--- config.mk ---
export PLATFORM = sky130hd
export DESIGN_NAME = scanline_buffer
export DESIGN_NICKNAME = d
export VERILOG_FILES = /design/src/rtl/scanline_buffer.sv
export SDC_FILE = /design/constraint.sdc
export NUM_CORES = 2
export LEC_CHECK = 0
export BUFFER_PORTS_ARGS = -buffer_cell sky130_fd_sc_hd__buf_2
export CORE_MARGIN = 1.5
export CORE_UTILIZATION = 50
export DETAILED_ROUTE_END_ITERATION = 12
export GPL_ROUTABILITY_DRIVEN = 0
export GPL_TIMING_DRIVEN = 0
export PLACE_DENSITY = 0.65
export SKIP_CTS_REPAIR_TIMING = 1
export SYNTH_ARGS = -nofsm -noshare
export SYNTH_HDL_FRONTEND = slang
export SYNTH_SLANG_ARGS = --single-unit
export TNS_END_PERCENT = 10
--- constraint.sdc ---
create_clock -name clk -period 3.35 [get_ports clk]
set_clock_uncertainty 0.1 [all_clocks]
set_input_delay 0.8375 -clock clk [delete_from_list [all_inputs] [get_ports clk]]
set_output_delay 0.8375 -clock clk [all_outputs]
set_load 0.05 [all_outputs]
--- src/rtl/scanline_buffer.sv ---
// -----------------------------------------------------------------------------
// scanline_buffer
//
// Ping-pong line buffer sitting between the pixel renderer and the VGA pins.
// The renderer fills the back bank with one complete line (valid/ready).
// The front bank is read at the timing generator's x coordinate.
// Each rendered line is shown for LINE_REPEAT display lines.
// Colour, hsync and vsync leave the block aligned with a 2-cycle latency.
//
// Optional feature: define SCANLINE_BORDER_EN to add parameter BORDER_COLOR.
// Blank pixels inside the visible area (past the end of the line, or no valid
// front line) then show BORDER_COLOR. Pixels outside the visible area stay 0.
// Without the macro every blank pixel is 0.
//
// Ports:
//   clk        pixel clock (shared with the timing generator)
//   rst        synchronous active-high reset
//   hsync_in   active-low hsync from the timing generator
//   vsync_in   active-low vsync from the timing generator
//   xp         pixel x coordinate (ignored outside the visible area)
//   visible    display-area flag
//   wr_valid   renderer presents a pixel on wr_color
//   wr_color   pixel colour, written left to right
//   wr_ready   back bank can accept a pixel
//   line_full  back bank holds a complete line
//   color      pixel colour to the DAC
//   hsync      hsync_in delayed by 2 cycles
//   vsync      vsync_in delayed by 2 cycles
//   underrun   sticky: a swap found the back bank incomplete
// -----------------------------------------------------------------------------
module scanline_buffer #(
    parameter int COLOR_W     = 6,
    parameter int LINE_PIXELS = 256,
    parameter int LINE_REPEAT = 2
`ifdef SCANLINE_BORDER_EN
    ,
    parameter logic [COLOR_W-1:0] BORDER_COLOR = COLOR_W'(6'h15)
`endif
) (
    input  logic               clk,
    input  logic               rst,
    input  logic               hsync_in,
    input  logic               vsync_in,
    input  logic [7:0]         xp,
    input  logic               visible,
    input  logic               wr_valid,
    input  logic [COLOR_W-1:0] wr_color,
    output logic               wr_ready,
    output logic               line_full,
    output logic [COLOR_W-1:0] color,
    output logic               hsync,
    output logic               vsync,
    output logic               underrun
);

    // Bank addresses are {bank, pixel}; the 8-bit fill pointer and 8-bit xp
    // cover exactly one 256-pixel bank.
    localparam int FILL_W = 8;
    localparam int COL_W  = 9;
    localparam int REP_W  = $clog2(LINE_REPEAT + 1);
    localparam int ADDR_W = FILL_W + 1;
    localparam int DEPTH  = 2 * LINE_PIXELS;

    localparam logic [FILL_W-1:0] LAST_FILL = FILL_W'(LINE_PIXELS - 1);
    localparam logic [REP_W-1:0]  REP_LAST  = REP_W'(LINE_REPEAT - 1);
    localparam logic [COL_W-1:0]  COL_LINE  = COL_W'(LINE_PIXELS);
    localparam logic [COL_W-1:0]  COL_MAX   = '1;

    // ------------------------------------------------------------------
    // Control state
    // ------------------------------------------------------------------
    logic              bank_sel_reg,    bank_sel_next;     // front bank index
    logic [FILL_W-1:0] fill_reg,        fill_next;
    logic              line_full_reg,   line_full_next;
    logic [REP_W-1:0]  rep_reg,         rep_next;
    logic              front_valid_reg, front_valid_next;
    logic              underrun_reg,    underrun_next;
    logic [COL_W-1:0]  col_reg,         col_next;
    logic              vsync_prev_reg;
    logic              visible_prev_reg;

    // Read pipeline, stage 1
    logic [COLOR_W-1:0] rd_data_reg;
    logic               s1_visible_reg;
    logic               s1_front_valid_reg;
    logic               s1_in_line_reg;
    logic               s1_hsync_reg;
    logic               s1_vsync_reg;

    // Read pipeline, stage 2 (outputs)
    logic [COLOR_W-1:0] color_reg, color_next;
    logic               hsync_reg;
    logic               vsync_reg;

    // Combinational helpers
    logic               wr_fire;
    logic               last_write;
    logic               frame_start;
    logic               line_end;
    logic               swap_req;
    logic [ADDR_W-1:0]  wr_addr;
    logic [ADDR_W-1:0]  rd_addr;
    logic [COLOR_W-1:0] blank_color;

    // Line storage: two banks, written on the back side, read on the front.
    logic [COLOR_W-1:0] mem [0:DEPTH-1];

    // ------------------------------------------------------------------
    // Write side
    // ------------------------------------------------------------------
    assign wr_ready   = !rst && !line_full_reg;
    assign wr_fire    = wr_valid && wr_ready;
    assign last_write = wr_fire && (fill_reg == LAST_FILL);

    // The back bank is always the one not selected for display.
    assign wr_addr = {~bank_sel_reg, fill_reg};
    assign rd_addr = {bank_sel_reg, xp};

    // Edge detects against the registered previous input values. The
    // pulse is high only in the first cycle after the transition.
    assign frame_start = vsync_prev_reg && !vsync_in;
    assign line_end    = visible_prev_reg && !visible;

    always_ff @(posedge clk) begin
        if (wr_fire) begin
            mem[wr_addr] <= wr_color;
        end
        rd_data_reg <= mem[rd_addr];
    end

    // ------------------------------------------------------------------
    // Next-state logic: fill pointer, repeat counter and bank swap
    // ------------------------------------------------------------------
    always_comb begin
        bank_sel_next    = bank_sel_reg;
        fill_next        = fill_reg;
        line_full_next   = line_full_reg;
        rep_next         = rep_reg;
        front_valid_next = front_valid_reg;
        underrun_next    = underrun_reg;
        swap_req         = 1'b0;

        if (wr_fire) begin
            fill_next = last_write ? '0 : fill_reg + 1'b1;
        end

        // A frame start takes priority and realigns the repeat count so
        // every frame begins on a fresh rendered line.
        if (frame_start) begin
            rep_next = '0;
            swap_req = 1'b1;
        end else if (line_end) begin
            if (rep_reg == REP_LAST) begin
                rep_next = '0;
                swap_req = 1'b1;
            end else begin
                rep_next = rep_reg + 1'b1;
            end
        end

        if (swap_req) begin
            // A pixel completing the line in the swap cycle still lands in
            // the old back bank, which is exactly the bank becoming front.
            if (line_full_reg || last_write) begin
                bank_sel_next    = ~bank_sel_reg;
                line_full_next   = 1'b0;
                front_valid_next = 1'b1;
            end else begin
                // Keep the partial line; it swaps in once completed.
                front_valid_next = 1'b0;
                underrun_next    = 1'b1;
            end
        end else if (last_write) begin
            line_full_next = 1'b1;
        end
    end

    // Column counter saturates so a very long visible period never wraps
    // back into the line area.
    always_comb begin
        col_next = '0;
        if (visible) begin
            col_next = (col_reg == COL_MAX) ? col_reg : col_reg + 1'b1;
        end
    end

    // ------------------------------------------------------------------
    // Output colour selection
    // ------------------------------------------------------------------
    always_comb begin
`ifdef SCANLINE_BORDER_EN
        blank_color = s1_visible_reg ? BORDER_COLOR : '0;
`else
        blank_color = '0;
`endif
        color_next = blank_color;
        if (s1_visible_reg && s1_front_valid_reg && s1_in_line_reg) begin
            color_next = rd_data_reg;
        end
    end

    // ------------------------------------------------------------------
    // State registers
    // ------------------------------------------------------------------
    always_ff @(posedge clk) begin
        if (rst) begin
            bank_sel_reg       <= 1'b0;
            fill_reg           <= '0;
            line_full_reg      <= 1'b0;
            rep_reg            <= '0;
            front_valid_reg    <= 1'b0;
            underrun_reg       <= 1'b0;
            col_reg            <= '0;
            vsync_prev_reg     <= 1'b1;
            visible_prev_reg   <= 1'b0;
            s1_visible_reg     <= 1'b0;
            s1_front_valid_reg <= 1'b0;
            s1_in_line_reg     <= 1'b0;
            s1_hsync_reg       <= 1'b1;
            s1_vsync_reg       <= 1'b1;
            color_reg          <= '0;
            hsync_reg          <= 1'b1;
            vsync_reg          <= 1'b1;
        end else begin
            bank_sel_reg       <= bank_sel_next;
            fill_reg           <= fill_next;
            line_full_reg      <= line_full_next;
            rep_reg            <= rep_next;
            front_valid_reg    <= front_valid_next;
            underrun_reg       <= underrun_next;
            col_reg            <= col_next;
            vsync_prev_reg     <= vsync_in;
            visible_prev_reg   <= visible;
            s1_visible_reg     <= visible;
            s1_front_valid_reg <= front_valid_reg;
            s1_in_line_reg     <= (col_reg < COL_LINE);
            s1_hsync_reg       <= hsync_in;
            s1_vsync_reg       <= vsync_in;
            color_reg          <= color_next;
            hsync_reg          <= s1_hsync_reg;
            vsync_reg          <= s1_vsync_reg;
        end
    end

    assign line_full = line_full_reg;
    assign underrun  = underrun_reg;
    assign color     = color_reg;
    assign hsync     = hsync_reg;
    assign vsync     = vsync_reg;

endmodule

* After elaboration in Yosys (flattened, before gate mapping)
Memories as Yosys holds them, arrays and structs flattened. A register that Yosys moved wholly into a read port is not among the register bits.
Cells that the tools add are included.
** Word-level totals
- Register bits after elaboration :: 36
- Bits in writable memories :: 3072
- Input port bits :: 20
- Output and inout bits :: 11
- Logic and storage cells :: 58
- Memories :: 1
** Memory list
- mem :: words 512, width 6, read ports 1, clocked after memory_dff 1, write ports 1, line 106 : logic [COLOR_W-1:0] mem [0:DEPTH-1];
** Operators by class
- Add/subtract/negate cells :: 3
- $lt $le $gt $ge :: 1
- Equality and inequality tests :: 4
- Multiplexer cells :: 11
- Bitwise logic cells :: 4
- Reduce and logical (&&, ||, !) cells :: 19
** Operators with widths (count)
- adder 9 x 1 -> 9 bit, second input constant :: 1
- equality test 9 bit, second input constant :: 1
- < comparator 9 bit, second input constant :: 1
- two-way mux 1 bit :: 9
- adder 8 x 1 -> 8 bit, second input constant :: 1
- equality test 8 bit, second input constant :: 1
- two-way mux 8 bit :: 1
- logical AND 1 bit :: 7
- AND reduction 2 bit :: 3
- OR reduction 2 bit :: 3
- zero test 1 bit :: 4
- inverter 1 bit :: 4
- adder 2 x 1 -> 2 bit, second input constant :: 1
- equality test 2 x 1 -> 1 bit, second input constant :: 1
- two-way mux 2 bit :: 1
- inequality test 2 x 1 -> 1 bit, second input constant :: 1
- nonzero test 2 bit :: 1
- logical OR 1 bit :: 1

* Logic depth before layout (Yosys ltp)
- Depth in word-level cells :: 7
- Mapped depth :: 12
- Gate-level depth less buffers :: 9

* Worst setup path before layout
No wires, ideal clock.
- Path kind :: input -> register
- Start :: in rst
- End :: mem mem[427][0], enable pin
- Library setup time :: 0.350 ns
- Arrival :: 2.849 ns
- Data required time :: 2.900 ns
- Slack :: 0.051 ns
- Stages on the path :: 6
- Path buffers :: 1
- Cell sequence :: nor2_1 -> nand2_1 -> nor3b_1 -> nand2_1 -> clkbuf_1 -> nor2_1
** On the way
- Cells in the longest elaborated chain, start to end :: 5
** RTL lines
- start, declared :: line 41 : input logic rst,
- zero test 1 bit :: line 111 : assign wr_ready = !rst && !line_full_reg;
- logical AND 1 bit :: line 111
- logical AND 1 bit :: line 112 : assign wr_fire = wr_valid && wr_ready;
- two-way mux 1 bit :: line 125 : if (wr_fire) begin
- two-way mux 1 bit (not written as such) :: line 126 : mem[wr_addr] <= wr_color;
- end, declared :: line 106
Every way passes these cells.

==> impl_metrics.json <==
{
  "grt_usage_pct": 33.0,
  "failed_checks": "max-capacitance violations, max-slew violations, negative setup slack",
  "cts_tree": "yes",
  "start_util_pct": 50.3,
  "ir_drop_mv": 0.658,
  "wl_per_cell_um": 40.6,
  "drc": 0,
  "power.density_nw_per_um2": 590,
  "die_x_um": 498,
  "hpwl_mm": 282,
  "synth_cell_type_count": 56,
  "grt_pass1_vias": 65900,
  "drive_gt1_share_pct": 24.6,
  "std_cell_rows": 181,
  "synth-async-reset-ratio_pct": 0,
  "critPathKind": "in -> reg",
  "grt.overflow.total": 0,
  "syn_nets": 6289,
  "hp-class": "in -> reg",
  "syn_to_final_growth_pct": 14.1,
  "nFillCells": 17900,
  "core_area_um2": 243000,
  "setup_viol": 1109,
  "cts_root_buffer": "clkbuf_16",
  "crit_arrival_ps": 4530,
  "clockPowerShare_pct": 42.2,
  "dp_cells": 9524,
  "hold_violations": 0,
  "relSlewSlack_pct": -15.7,
  "p_comb_share_pct": 5.8,
  "synthCells": 6263,
  "insertion_delay_ps": 980,
  "syn_area_um2": 122000,
  "final_cell_area_um2": 140000,
  "dpl_worst_slack_ps": -3010,
  "antenna_found_initial": 26,
  "rsz0062_at_grt": "yes",
  "status": "complete, but fails checks",
  "seqPwrFrac_pct": 52.0,
  "final_nets": 6691,
  "crit_required_ps": 4060,
  "setup_tns_ps": -94280,
  "tightest_slew_ps": 1740,
  "dpl-instance-area_um2": 127000,
  "synth_seq_cells": 3114,
  "firstDrtPassIters": 10,
  "clockBufferDepth": 4,
  "max_cap_violations": 5,
  "numPortBuffers": 26,
  "avgSynthCellArea_um2": 19.5,
  "internal_power_mw": 64.1,
  "seq_area_frac_synth_pct": 76.1,
  "swShare_pct": 22.2,
  "vias": 68700,
  "drt-initial-drc-count": 12700,
  "grt_pass1_wl_mm": 550,
  "h-tree-depth": 5,
  "ys.flop_type": "edfxtp_1",
  "fin_ws_ps": -465,
  "routed_wl_mm": 411,
  "crit_fanout": 10,
  "viasPerCell": 6.79,
  "period_needed_ps": 3820,
  "fin_crit_sh_pct": 114,
  "largest_reg_flops": 3072,
  "switchingPower_mw": 18.3,
  "hold_path_depth": 4,
  "grt_max_degree": 165,
  "r2r_cells": 6,
  "layout.cells.non_filler": 10100,
  "synth-edff-count": 3072,
  "startpoint_type": "input port",
  "ys_warn_count": 0,
  "report.final.slew_viol_count": 56,
  "layout_commonest_cell": "edfxtp_1",
  "fin_util_pct": 57.4,
  "layout_common_cells": "edfxtp_1, mux2i_1, mux4_2",
  "cts.sinks": 3114,
  "io_pins": 31,
  "dieArea_um2": 248000,
  "ant_nets": 0,
  "endpoint_kind": "flip-flop",
  "clk_pin_slew_ps": 60,
  "leakage_nw": 44.1,
  "timing.fmax_mhz": 262,
  "fp.dieH_um": 498,
  "cts_made_buffers": 327
}
-- critical path, cell delays in order --
cell	delay, ps
buf_4	280
buf_2	420
clkbuf_2	490
clkbuf_4	490
mux4_2	270
inv_1	100
o21ai_1	580
o221ai_2	370
a2111oi_4	610
-- area by class of cell --
class / instances / area [µm²] / share of cell area (%)
Antenna cell: 22 / 55.1 / 0.0395
Buffer: 405 / 3250 / 2.33
Clock buffer: 394 / 8620 / 6.18
Clock inverter: 164 / 1330 / 0.954
Inverter: 10 / 38.8 / 0.0278
Multi-Input combinational cell: 2732 / 28000 / 20.0
Sequential cell: 3114 / 93100 / 66.7
Tap cell: 3202 / 4010 / 2.87
Timing Repair Buffer: 75 / 1160 / 0.832
-- stage by stage --
step	hold slack (ps)	power, mW
after detailed placement	296	48.1
after floorplan	289	45.7
after CTS	-99.8	81.9
after global routing	165	83.7
final	129	82.3
after global placement	302	48.3
-- worst paths after layout --
check / from / slack, ps / to
setup reg to reg: line_full / -320 / mem[382][4]
setup / recovery: xp[2] / -470 / rd_data_reg[3]
hold reg to reg: s1_hsync_reg / 310 / hsync
hold / removal: visible / 130 / rep_reg[0]
-- power groups by stage --
stage	logic [mW]	clock network, mW	registers (mW)
finish	4.81	34.7	42.8
global route	4.82	36.1	42.8
CTS	4.50	34.6	42.8
detailed placement	4.49	0	43.6
global placement	4.33	0	44.0
floorplan	2.04	0	43.7
-- cell families (layout without fill, tap and decap cells) --
kind of cell,count (synthesis),count (layout),share of synthesized area (%)
buffers and inverters,417,1048,2.14
other,0,22,0
multiplexers,1087,1087,14.1
AO/OA/AOI/OAI,747,747,4.39
AND/OR/NAND/NOR,879,879,3.08
adder cells (fa/ha/maj),6,6,0.0614
XOR/XNOR,13,13,0.0931
flip-flops,3114,3114,76.1
-- cell usage after synthesis, types with 22 or more instances --
cell,instances,area [µm²]
clkbuf_1,199,747
o21ai_0,83,415
edfxtp_1,3072,92200
buf_2,53,265
mux4_2,511,11500
nor3_1,48,240
nor2_1,561,2110
nand2_1,125,469
mux2i_1,576,5770
buf_1,34,128
and2_1,22,138
o221ai_1,257,2250
buf_6,72,811
dfxtp_1,42,841
o22ai_1,140,876
buf_4,22,165
a31oi_1,22,138
a21oi_1,137,686
-- layer usage --
layer  global-route usage, %  wire length (µm)  vias to the layer above
li1                        -                 -                    26700
met1                    43.4            143000                    35600
met2                    47.5            181000                     5437
met3                    11.8             60700                     1015
met4                    19.1             25600                       16
met5                       0               313                        -
No activity file was read; power rests on OpenSTA's default activity.
